$ cat src/rtl/uart_pkg.sv
// Shared types and constants for the UART transmit arbiter.
package uart_pkg;

    localparam int TMO_W       = 16;
    localparam int ARB_MAX_REQ = 8;

    typedef enum logic [1:0] {
        ARB_IDLE = 2'd0,
        ARB_SEND = 2'd1,
        ARB_DONE = 2'd2
    } arb_state_t;

    // Index of the requester 'off' places after 'base', wrapping at n.
    function automatic int rr_wrap(input int base, input int off, input int n);
        return (base + off) % n;
    endfunction

endpackage

$ cat src/rtl/uart_rr_picker.sv
// Combinational round-robin select: first valid requester after the pointer.
module uart_rr_picker
    import uart_pkg::*;
#(
    parameter int NREQ  = 4,
    parameter int IDX_W = $clog2(NREQ)
) (
    input  logic [NREQ-1:0]  req_valid,
    input  logic [IDX_W-1:0] ptr,
    output logic [NREQ-1:0]  grant,
    output logic [IDX_W-1:0] grant_idx
);

    logic found;

    // NOTE: every output gets a default before the loop so no latch is inferred.
    always_comb begin
        grant     = '0;
        grant_idx = '0;
        found     = 1'b0;
        for (int k = 1; k <= NREQ; k++) begin
            if (!found && req_valid[rr_wrap(int'(ptr), k, NREQ)]) begin
                found                                = 1'b1;
                grant[rr_wrap(int'(ptr), k, NREQ)]   = 1'b1;
                grant_idx = IDX_W'(rr_wrap(int'(ptr), k, NREQ));
            end
        end
    end

endmodule

$ cat src/rtl/uart_tx_arbiter.sv
// Round-robin sharing of one UART transmitter; one frame in flight at a time.
// Optional SEND watchdog enabled by defining UART_TX_ARB_TIMEOUT_EN.
module uart_tx_arbiter
    import uart_pkg::*;
#(
    parameter int NREQ     = 4,
    parameter int SYNC_STG = 2
) (
    input  logic                    clk,
    input  logic                    rst,
    input  logic                    arb_en,
    input  logic [NREQ-1:0]         req_valid,
    input  logic [NREQ*8-1:0]       req_data,
    output logic [NREQ-1:0]         req_ready,
    output logic [NREQ-1:0]         req_done,
    output logic [$clog2(NREQ)-1:0] owner,
    output logic                    busy,
    input  logic [TMO_W-1:0]        timeout_cycles,
    output logic                    timeout_err,
    output logic [7:0]              uart_din,
    output logic                    uart_tx_en,
    output logic                    uart_bclk_en,
    input  logic                    uart_tx_done,
    input  logic                    uart_br_cfg_err
);

    localparam int IDX_W = $clog2(NREQ);

    arb_state_t          state;
    logic [IDX_W-1:0]    ptr;
    logic [NREQ-1:0]     grant;
    logic [IDX_W-1:0]    grant_idx;
    logic [SYNC_STG-1:0] done_sync;
    logic                done_prev;
    logic                done_rise;
    logic                start;
    logic                tmo_fire;

    uart_rr_picker #(.NREQ(NREQ), .IDX_W(IDX_W)) u_picker (
        .req_valid (req_valid),
        .ptr       (ptr),
        .grant     (grant),
        .grant_idx (grant_idx)
    );

    assign start     = arb_en & ~uart_br_cfg_err & (|req_valid);
    assign busy      = (state != ARB_IDLE);
    assign req_ready = (!rst && state == ARB_IDLE && start) ? grant : '0;
    assign req_done  = (state == ARB_DONE) ? (NREQ'(1) << owner) : '0;
    assign done_rise = done_sync[SYNC_STG-1] & ~done_prev;

    // NOTE: sequential state uses non-blocking assignments so every flop samples pre-edge values.
    always_ff @(posedge clk or posedge rst) begin
        if (rst) begin
            done_sync <= '0;
            done_prev <= 1'b0;
        end else begin
            done_sync <= {done_sync[SYNC_STG-2:0], uart_tx_done};
            done_prev <= done_sync[SYNC_STG-1];
        end
    end

`ifdef UART_TX_ARB_TIMEOUT_EN
    logic [TMO_W-1:0] wdog;

    // Counts SEND cycles from 0; fires on the edge that ends SEND cycle timeout_cycles.
    assign tmo_fire = (state == ARB_SEND) && !done_rise &&
                      (timeout_cycles != '0) && (wdog == timeout_cycles);

    always_ff @(posedge clk or posedge rst) begin
        if (rst) begin
            wdog        <= '0;
            timeout_err <= 1'b0;
        end else begin
            timeout_err <= tmo_fire;
            if (state != ARB_SEND)
                wdog <= '0;
            else if (wdog != '1)
                wdog <= wdog + 1'b1;
        end
    end
`else
    logic unused_tmo;

    assign unused_tmo  = ^timeout_cycles;
    assign tmo_fire    = 1'b0;
    assign timeout_err = 1'b0;
`endif

    always_ff @(posedge clk or posedge rst) begin
        if (rst) begin
            state        <= ARB_IDLE;
            uart_din     <= '0;
            uart_tx_en   <= 1'b0;
            uart_bclk_en <= 1'b0;
            owner        <= '0;
            ptr          <= IDX_W'(NREQ - 1);
        end else begin
            uart_bclk_en <= arb_en;
            case (state)
                ARB_IDLE: begin
                    if (start) begin
                        uart_din   <= req_data[8*grant_idx +: 8];
                        owner      <= grant_idx;
                        ptr        <= grant_idx;
                        uart_tx_en <= 1'b1;
                        state      <= ARB_SEND;
                    end
                end
                ARB_SEND: begin
                    // A completion seen in the same cycle as the watchdog takes priority.
                    if (done_rise) begin
                        uart_tx_en <= 1'b0;
                        state      <= ARB_DONE;
                    end else if (tmo_fire) begin
                        uart_tx_en <= 1'b0;
                        state      <= ARB_IDLE;
                    end
                end
                ARB_DONE: state <= ARB_IDLE;
                default:  state <= ARB_IDLE;
            endcase
        end
    end

endmodule
$ cat config.mk
export PLATFORM = sky130hd
export DESIGN_NAME = uart_tx_arbiter
export DESIGN_NICKNAME = d
export VERILOG_FILES = /design/src/rtl/uart_pkg.sv /design/src/rtl/uart_rr_picker.sv /design/src/rtl/uart_tx_arbiter.sv
export SDC_FILE = /design/constraint.sdc
export NUM_CORES = 1
export LEC_CHECK = 0
export ABC_AREA = 1
export CORE_UTILIZATION = 42
export CTS_CLUSTER_DIAMETER = 80
export DETAILED_ROUTE_END_ITERATION = 6
export GPL_TIMING_DRIVEN = 0
export PLACE_DENSITY = 0.79
export SLEW_MARGIN = 20
export SYNTH_ARGS = -nofsm -noshare
export SYNTH_HDL_FRONTEND = slang
export SYNTH_HIERARCHICAL = 1
export SYNTH_SLANG_ARGS = --single-unit
$ cat constraint.sdc
create_clock -name clk -period 3.05 [get_ports clk]
set_input_delay 0.4575 -clock clk [delete_from_list [all_inputs] [get_ports clk]]
set_output_delay 0.4575 -clock clk [all_outputs]
set_load 0.03 [all_outputs]
==> results by group, run 1 <==
Setup path
  • Max incr delay on CP: between 0.5 and 0.6 ns
  • CP top delay family: buffers and inverters
  • FF-to-FF setup slack: ~0.38 ns
  • CP startpoint: ptr[0]$_DFFE_PP1P_
  • Worst Setup Path Type: reg2out
  • Crit path DAT: ~2.4 ns
  • R2R depth: 17
  • CP bufs+invs: 6
  • Critical Path End Type: primary output
  • Cell Chain, Critical Path: buf_6 > inv_8 > ha_2 > inv_2 > nand3_1 > nand2_1 > nand2_1 > inv_1 > nand3_1 > nand3_1 > inv_1 > nor2_1 > buf_2
  • Crit path required time: roughly 2.6 ns
  • R2r endpoint: uart_din[1]$_DFFE_PP0P_
  • Top cell by count, worst path: nand3_1
  • Crit. path cell count: 13
  • Worst setup path endpoint: req_ready[2]
  • Crit start category: flop
  • Slowest CP cell: dfstp_2
  • Crit-path max FO: 11
  • FF-to-FF Start: ptr[0]$_DFFE_PP1P_

Finish
  • Antenna cell count: 0
  • Fill cell count: around 400
  • Multi-input gate area: between 900 and 1000 µm²
  • Synth-to-Final Area Change: 42.3%
  • Nets@finish: 415
  • Sequential Area: roughly 480 µm²
  • Proportion of layout cells with a drive suffix above 1: 12.0%

Die
  • Site Rows: 23
  • Die Width: about 67 µm
  • Core footprint: between 4000 and 5000 µm²
  • Die Y: 66.6 µm
  • Top Ports: roughly 80
  • Starting Density: 43.8%
  • Die area: ~4400 µm²

Global route
  • GRT Total Usage: between 10% and 20%
  • Global Route met2 Usage: between 30% and 40%
  • Largest net degree at the start of global routing: 21
  • Vias in the first global route: between 1500 and 2000
  • Grt met1 use: between 20% and 30%
  • Layer with the highest usage: met2
  • First-pass GRT wire length: 6750 µm
  • Antenna violations before repair: 0
  • Remaining global-route overflow: 0
  • Met3 Use GR: 3.42%

Detailed routing
  • Via count: around 1900
  • WL final: between 4000 and 5000 µm
  • Avg WL per Cell: ~10 µm
  • Initial DRC Count: between 100 and 150
  • Drt drc: 0
  • Routed Antenna Nets: 0
  • Vias/cell: between 4 and 5
  • First drt pass iteration count: 4

Timing
  • Pins Over Slew Limit: 0
  • Worst-margin pin slew: about 0.73 ns
  • Max Clk Rate: 350 MHz
  • Final hold violations: 0
  • # setup viols final: 0
  • Setup Skew: ~0.0025 ns
  • Setup_tns: 0 ns
  • Slew headroom: between 50 and 60%
  • RSZ-0062 raised after global routing: false
  • Fin crit share: 93.6%
  • Final Critical Period: around 2.9 ns

Synth
  • Count leader, synth: nand2_1
  • FF+latch count, synth: 19
  • Synth Instances: approximately 280
  • Syn_area_per_cell: between 6 and 7 µm²
  • Synth area leaders: dfrtp_1, nand2_1, inv_1
  • Main flop type after synthesis: dfrtp_1
  • Post-synthesis sequential area ratio: a little over a quarter
  • Area share of the leading cell type in the synthesized netlist: between 20% and 30%
  • Mapped Nets: around 340
  • Number of synthesized flops with an enable pin: 0
  • Largest area contributor in the netlist: dfrtp_1
  • Mapped cell area: 1750 µm²
  • Ys async rst share: 100%
  • Top post-synthesis cells by count: nand2_1, inv_1, nand3_1
  • Number of distinct library cells after synthesis: 26
  • Synth warn: 6

CTS
  • CTS Sinks: 19
  • Total CTS buffers: 3
  • Worst-path clk slew: ~0.070 ns
  • Clock Latency Late Sink: between 0.2 and 0.3 ns
  • CTS Hold Bufs: 0
  • CTS tree: built
  • H-tree Lvls: 1
  • Clk buf depth: 2
  • CTS root buf: clkbuf_8

Placement
  • Gpl congestion: roughly 0.83
  • Dpl hpwl: between 3000 and 4000 µm
  • # port buffers: 61

Pwr
  • Pwr dens: 1030 nW/µm²
  • VDD IR max: 0.627 mV
  • Leak: 0.00137 µW
  • Total power: around 2600 µW

Hold path
  • HP Class: reg2reg

Status
  • Status: finished, final reports clean

Run
  • Max cap viols: 0
## per-layer routing
| metal | vias up | part of all wire (%) |
|---|---|---|
| li1 | 973 | - |
| met1 | 811 | 43 |
| met2 | 78 | 49 |
| met3 | 2 | 7.6 |
| met4 | 0 | 0.34 |
| met5 | - | 0 |
## sequential cells by signal, indices dropped and copies added (netlist names)
register,flops
owner,2
uart_din,8
done_sync,2
uart_tx_en,1
uart_bclk_en,1
state,2
ptr,2
done_prev,1
## worst min path at each step
| stage | endpoint | depth (start not counted) | slack [ns] | from |
|---|---|---|---|---|
| 3_5_place_dp | done_sync[1]$_DFF_PP0_ | 0 | 0.35 | done_sync[0]$_DFF_PP0_ |
| 6_report | done_sync[1]$_DFF_PP0_ | 0 | 0.36 | done_sync[0]$_DFF_PP0_ |
| 2_1_floorplan | done_sync[1]$_DFF_PP0_ | 0 | 0.33 | done_sync[0]$_DFF_PP0_ |
| 3_3_place_gp | done_sync[1]$_DFF_PP0_ | 0 | 0.34 | done_sync[0]$_DFF_PP0_ |
| 5_1_grt | done_sync[1]$_DFF_PP0_ | 0 | 0.36 | done_sync[0]$_DFF_PP0_ |
| 4_1_cts | done_sync[1]$_DFF_PP0_ | 0 | 0.36 | done_sync[0]$_DFF_PP0_ |
## layout by cell type, fill, tap and decap left out, drive strengths merged
| cell type | Yosys | layout |
|---|---|---|
| nor2 | 18 | 18 |
| nor3 | 5 | 5 |
| nand3 | 42 | 42 |
| inv | 62 | 62 |
| nand2 | 103 | 103 |
| a21oi | 5 | 5 |
| dfstp | 2 | 2 |
| clkbuf | 0 | 5 |
| o21ai | 4 | 4 |
| ha | 8 | 8 |
| a21boi | 4 | 4 |
| buf | 7 | 15 |
| clkdlybuf4s50 | 0 | 57 |
| dfrtp | 17 | 17 |
| conb | 1 | 1 |
| or2 | 1 | 1 |
## cell type report
cell class / instances / area share, %
inverters: 62 / 9.63
repair buffers: 66 / 25.3
well taps: 50 / 2.51
plain buffers: 7 / 2.51
clock buffers: 4 / 1.81
flip-flops and latches: 19 / 19.2
multi-input cells: 191 / 39.1
## kinds of logic after synthesis
kind of cell,after synthesis,synth area share (%)
buffers and inverters,69,17.3
and+or+nand+nor,169,45.3
DFF,19,27.3
adders and majority gates,8,5.71
AOI/OAI and AO/OA,13,4.28
other,1,0.214
## report_power, final
part           internal [µW]  total (µW)  switching [µW]  leakage, µW
sequential               349         421            71.8     0.000229
combinational            757        1970            1210      0.00112
clock                   92.6         171            77.9    0.0000228
## per-stage QoR
| step | instance area (µm²) | setup WS (ns) | instances | util [%] | hold WS, ns |
|---|---|---|---|---|---|
| 5_1_grt | 2490 | 0.0336 | 399 | 62.3 | 0.363 |
| 3_3_place_gp | 2430 | -0.115 | 390 | 60.7 | 0.335 |
| 6_report | 2490 | 0.195 | 399 | 62.3 | 0.356 |
| 2_1_floorplan | 1750 | 0.405 | 279 | - | 0.331 |
| 4_1_cts | 2460 | 0.0135 | 394 | 61.6 | 0.362 |
| 3_5_place_dp | 2430 | -0.148 | 390 | 60.7 | 0.346 |
## what timing repair did
item / 4_1_cts / 5_1_grt
endpoints found under the setup margin: 4 / 4
endpoints found under the hold margin: 0 / 0
buffers inserted: 0 / 5
resized for setup: 17 / 6
## worst reg2reg max path, cell delays in order (launching register included)
cell,delay (ns)
dfstp_2,0.56
buf_6,0.16
inv_8,0.07
ha_2,0.32
inv_2,0.11
nand3_1,0.08
nand2_1,0.11
nand2_1,0.09
nor2_1,0.15
nor2_1,0.06
nor2_1,0.11
buf_6,0.15
buf_2,0.23
nand2_1,0.08
nand3_1,0.08
nand2_1,0.07
nand2_1,0.07
nand2_1,0.06
Power figures use the tool's default switching activity.
==> run 2, diff against run 1 <==
--- a/config.mk
+++ b/config.mk
@@ -6,11 +6,12 @@
 export NUM_CORES = 1
 export LEC_CHECK = 0
 export ABC_AREA = 1
-export CORE_UTILIZATION = 42
-export CTS_CLUSTER_DIAMETER = 80
+export CORE_UTILIZATION = 60
+export CTS_CLUSTER_DIAMETER = 100
 export DETAILED_ROUTE_END_ITERATION = 6
+export DONT_BUFFER_PORTS = 1
 export GPL_TIMING_DRIVEN = 0
-export PLACE_DENSITY = 0.79
+export PLACE_DENSITY = 0.74
 export SLEW_MARGIN = 20
 export SYNTH_ARGS = -nofsm -noshare
 export SYNTH_HDL_FRONTEND = slang
==> run 2 against run 1 <==
- first-iteration DRC count decreased by 46%
- die area shrank 29%
- core utilization up 6.2 points
- critical path type unchanged
- largest power group unchanged
==> results by group, run 2 (synthesis gave the netlist of run 1 again) <==
Timing
  • Setup Skew: 0.00431 ns (+0.00178 ns)
  • Max Clk Rate: 351 MHz (+0.27%)
  • Worst-margin pin slew: 0.901 ns (+0.168 ns)
  • # setup viols final: 0 (unchanged)
  • Pins Over Slew Limit: 0 (unchanged)
  • RSZ-0062 raised after global routing: false
  • Setup_tns: 0 ns (unchanged)
  • Fin crit share: 93.4% (-0.25 points)
  • Slew headroom: 39.5% (-12 points)
  • Final Critical Period: 2.85 ns (-0.00768 ns)
  • Final hold violations: 0 (unchanged)

Die
  • Top Ports: 79 (unchanged)
  • Starting Density: 63.6% (+20 points)
  • Die Y: 56.1 µm (-16%)
  • Site Rows: 19 (-17%)
  • Die area: 3140 µm² (-29%)
  • Die Width: 56.1 µm (-16%)
  • Core footprint: 2760 µm² (-31%)

Detailed routing
  • Via count: 1628 (-13%)
  • Drt drc: 0 (unchanged)
  • Vias/cell: 5.10 (+9.2%)
  • First drt pass iteration count: 4 (unchanged)
  • Routed Antenna Nets: 0 (unchanged)
  • Avg WL per Cell: 11.2 µm (+8.1%)
  • WL final: 3560 µm (-14%)
  • Initial DRC Count: 61 (-46%)

Finish
  • Proportion of layout cells with a drive suffix above 1: 14.9% (+2.9 points)
  • Commonest non-fill, non-tap cell in the layout: nand2_1
  • Largest register by flop count: uart_din
  • Synth-to-Final Area Change: 7.78%
  • Nets@finish: 354 (-15%)
  • Antenna cell count: 0 (unchanged)
  • Design area: 1890 µm² (-24%)
  • Most frequent cells in the layout: nand2_1, inv_1, nand3_1
  • Largest register FFs: 8 (unchanged)

Placement
  • Dpl hpwl: 2790 µm (-12%)
  • Placed inst area: 1790 µm² (-26%)
  • Gpl congestion: 0.883 (+5.9%)
  • # port buffers: 0 (-100%)

Setup path
  • Crit path required time: 2.59 ns (about the same)
  • Cell Chain, Critical Path: buf_6 > inv_8 > ha_2 > inv_2 > nand3_1 > nand2_1 > nand2_1 > inv_1 > nand3_1 > nand3_1 > inv_1 > nor2_4
  • R2R depth: 17 (unchanged)
  • Worst Setup Path Type: reg2out
  • FF-to-FF Start: ptr[0]$_DFFE_PP1P_
  • Worst setup path endpoint: req_ready[1]
  • R2r endpoint: uart_din[7]$_DFFE_PP0P_
  • Max incr delay on CP: 0.58 ns (+0.02 ns)
  • Critical Path End Type: primary output
  • Crit start category: flop
  • FF-to-FF setup slack: 0.41 ns (+0.03 ns)
  • Top cell by count, worst path: nand3_1
  • Crit-path max FO: 11 (unchanged)
  • Crit. path cell count: 12 (-1)
  • CP bufs+invs: 5 (-1)
  • CP top delay family: simple AND/OR/NAND/NOR gates
  • Crit path DAT: 2.39 ns (about the same)
  • Slowest CP cell: dfstp_2
  • CP startpoint: ptr[0]$_DFFE_PP1P_

Pwr
  • Flop pwr share: 24.3% (+7.9 points)
  • Clock power frac: 5.4% (-1.3 points)
  • Leak: 0.00113 µW (-18%)
  • Combinational power share: 70.3% (-6.6 points)
  • Net Sw Power: 1330 µW (-2.3%)
  • P_int: 991 µW (-17%)
  • Pwr dens: 1230 nW/µm² (+20%)
  • Sw Ratio: 57.3% (+4.1 points)
  • VDD IR max: 1.00 mV (+60%)

CTS
  • Clock Latency Late Sink: 0.29 ns (+0.04 ns)
  • Clk buf depth: 2 (unchanged)
  • H-tree Lvls: 1 (unchanged)
  • CTS Sinks: 19 (unchanged)
  • CTS tree: built
  • CTS Hold Bufs: 0 (unchanged)
  • Worst-path clk slew: 0.11 ns (+0.04 ns)
  • Total CTS buffers: 3 (unchanged)
  • CTS root buf: clkbuf_4

Status
  • Status: finished, final reports clean

Global route
  • Antenna violations before repair: 0 (unchanged)
  • Largest net degree at the start of global routing: 21 (unchanged)
  • GRT Total Usage: 23.6% (+4.2 points)
  • First-pass GRT wire length: 6080 µm (-9.9%)
  • Vias in the first global route: 1510 (-4.4%)
  • Remaining global-route overflow: 0 (unchanged)

Hold path
  • HP Class: in2async

Run
  • Max cap viols: 0 (unchanged)
-- run 2: changes by cell type in the layout (fill, tap and decap cells not counted), sizes merged --
cell / before / now
clkdlybuf4s50: 57 / 0
buf: 15 / 12
clkbuf: 5 / 3
clkinv: 0 / 1
-- run 2: what timing repair did --
action	4_1_cts	5_1_grt
endpoints found under the setup margin	4	4
pin swaps	0	2
resized for setup	8	2
setup buffers	0	5
-- run 2: worst register-to-register path: cells and delay by family, from the launching register on --
kind,cells,cell delay [ns]
and+or+nand+nor,11,0.91
buffers and inverters,5,0.72
DFF,1,0.58
adders and majority gates,1,0.33
-- run 2: power groups by stage --
stage	combinational [µW]	sequential [µW]	clock, µW
floorplan	1290	553	0
global placement	1520	579	0
detailed placement	1540	578	0
CTS	1580	576	132
global route	1840	577	136
finish	1630	564	126
-- run 2: metal layers --
| metal | GRT usage, % | vias to the layer above | routed length (µm) |
|---|---|---|---|
| li1 | - | 856 | - |
| met1 | 28.6 | 728 | 1560 |
| met2 | 44.6 | 40 | 1840 |
| met3 | 3.49 | 4 | 137 |
| met4 | 4.18 | 0 | 15 |
| met5 | 0 | - | 0 |
-- run 2: worst min path at each step --
stage / start / end / slack [ns]
after global placement: done_sync[0]$_DFF_PP0_ / done_sync[1]$_DFF_PP0_ / 0.34
after CTS: rst / uart_din[0]$_DFFE_PP0P_ / 0.16
after detailed placement: done_sync[0]$_DFF_PP0_ / done_sync[1]$_DFF_PP0_ / 0.35
after floorplan: done_sync[0]$_DFF_PP0_ / done_sync[1]$_DFF_PP0_ / 0.33
after global routing: arb_en / uart_bclk_en$_DFF_PP0_ / 0.16
final: rst / uart_din[2]$_DFFE_PP0P_ / 0.14
-- run 2: final cells by class --
type | instances | area [µm²]
multi-input cells | 191 | 1000
fillers | 273 | 868
flip-flops and latches | 19 | 478
inverters | 62 | 240
plain buffers | 7 | 62.6
well taps | 31 | 38.8
repair buffers | 5 | 37.5
clock buffers | 3 | 22.5
clock inverters | 1 | 5.00
-- run 2: stage by stage --
step                      std cells  total power [µW]  utilization [%]  setup slack (ns)  hold WS, ns
after floorplan                 279              1840                -             0.405        0.331
after global placement          310              2100             65.0             0.175        0.343
after detailed placement        310              2120             65.0             0.167        0.346
after CTS                       314              2290             67.1            0.0178        0.158
after global routing            319              2550             68.5            0.0388        0.162
final                           319              2320             68.5             0.203        0.144
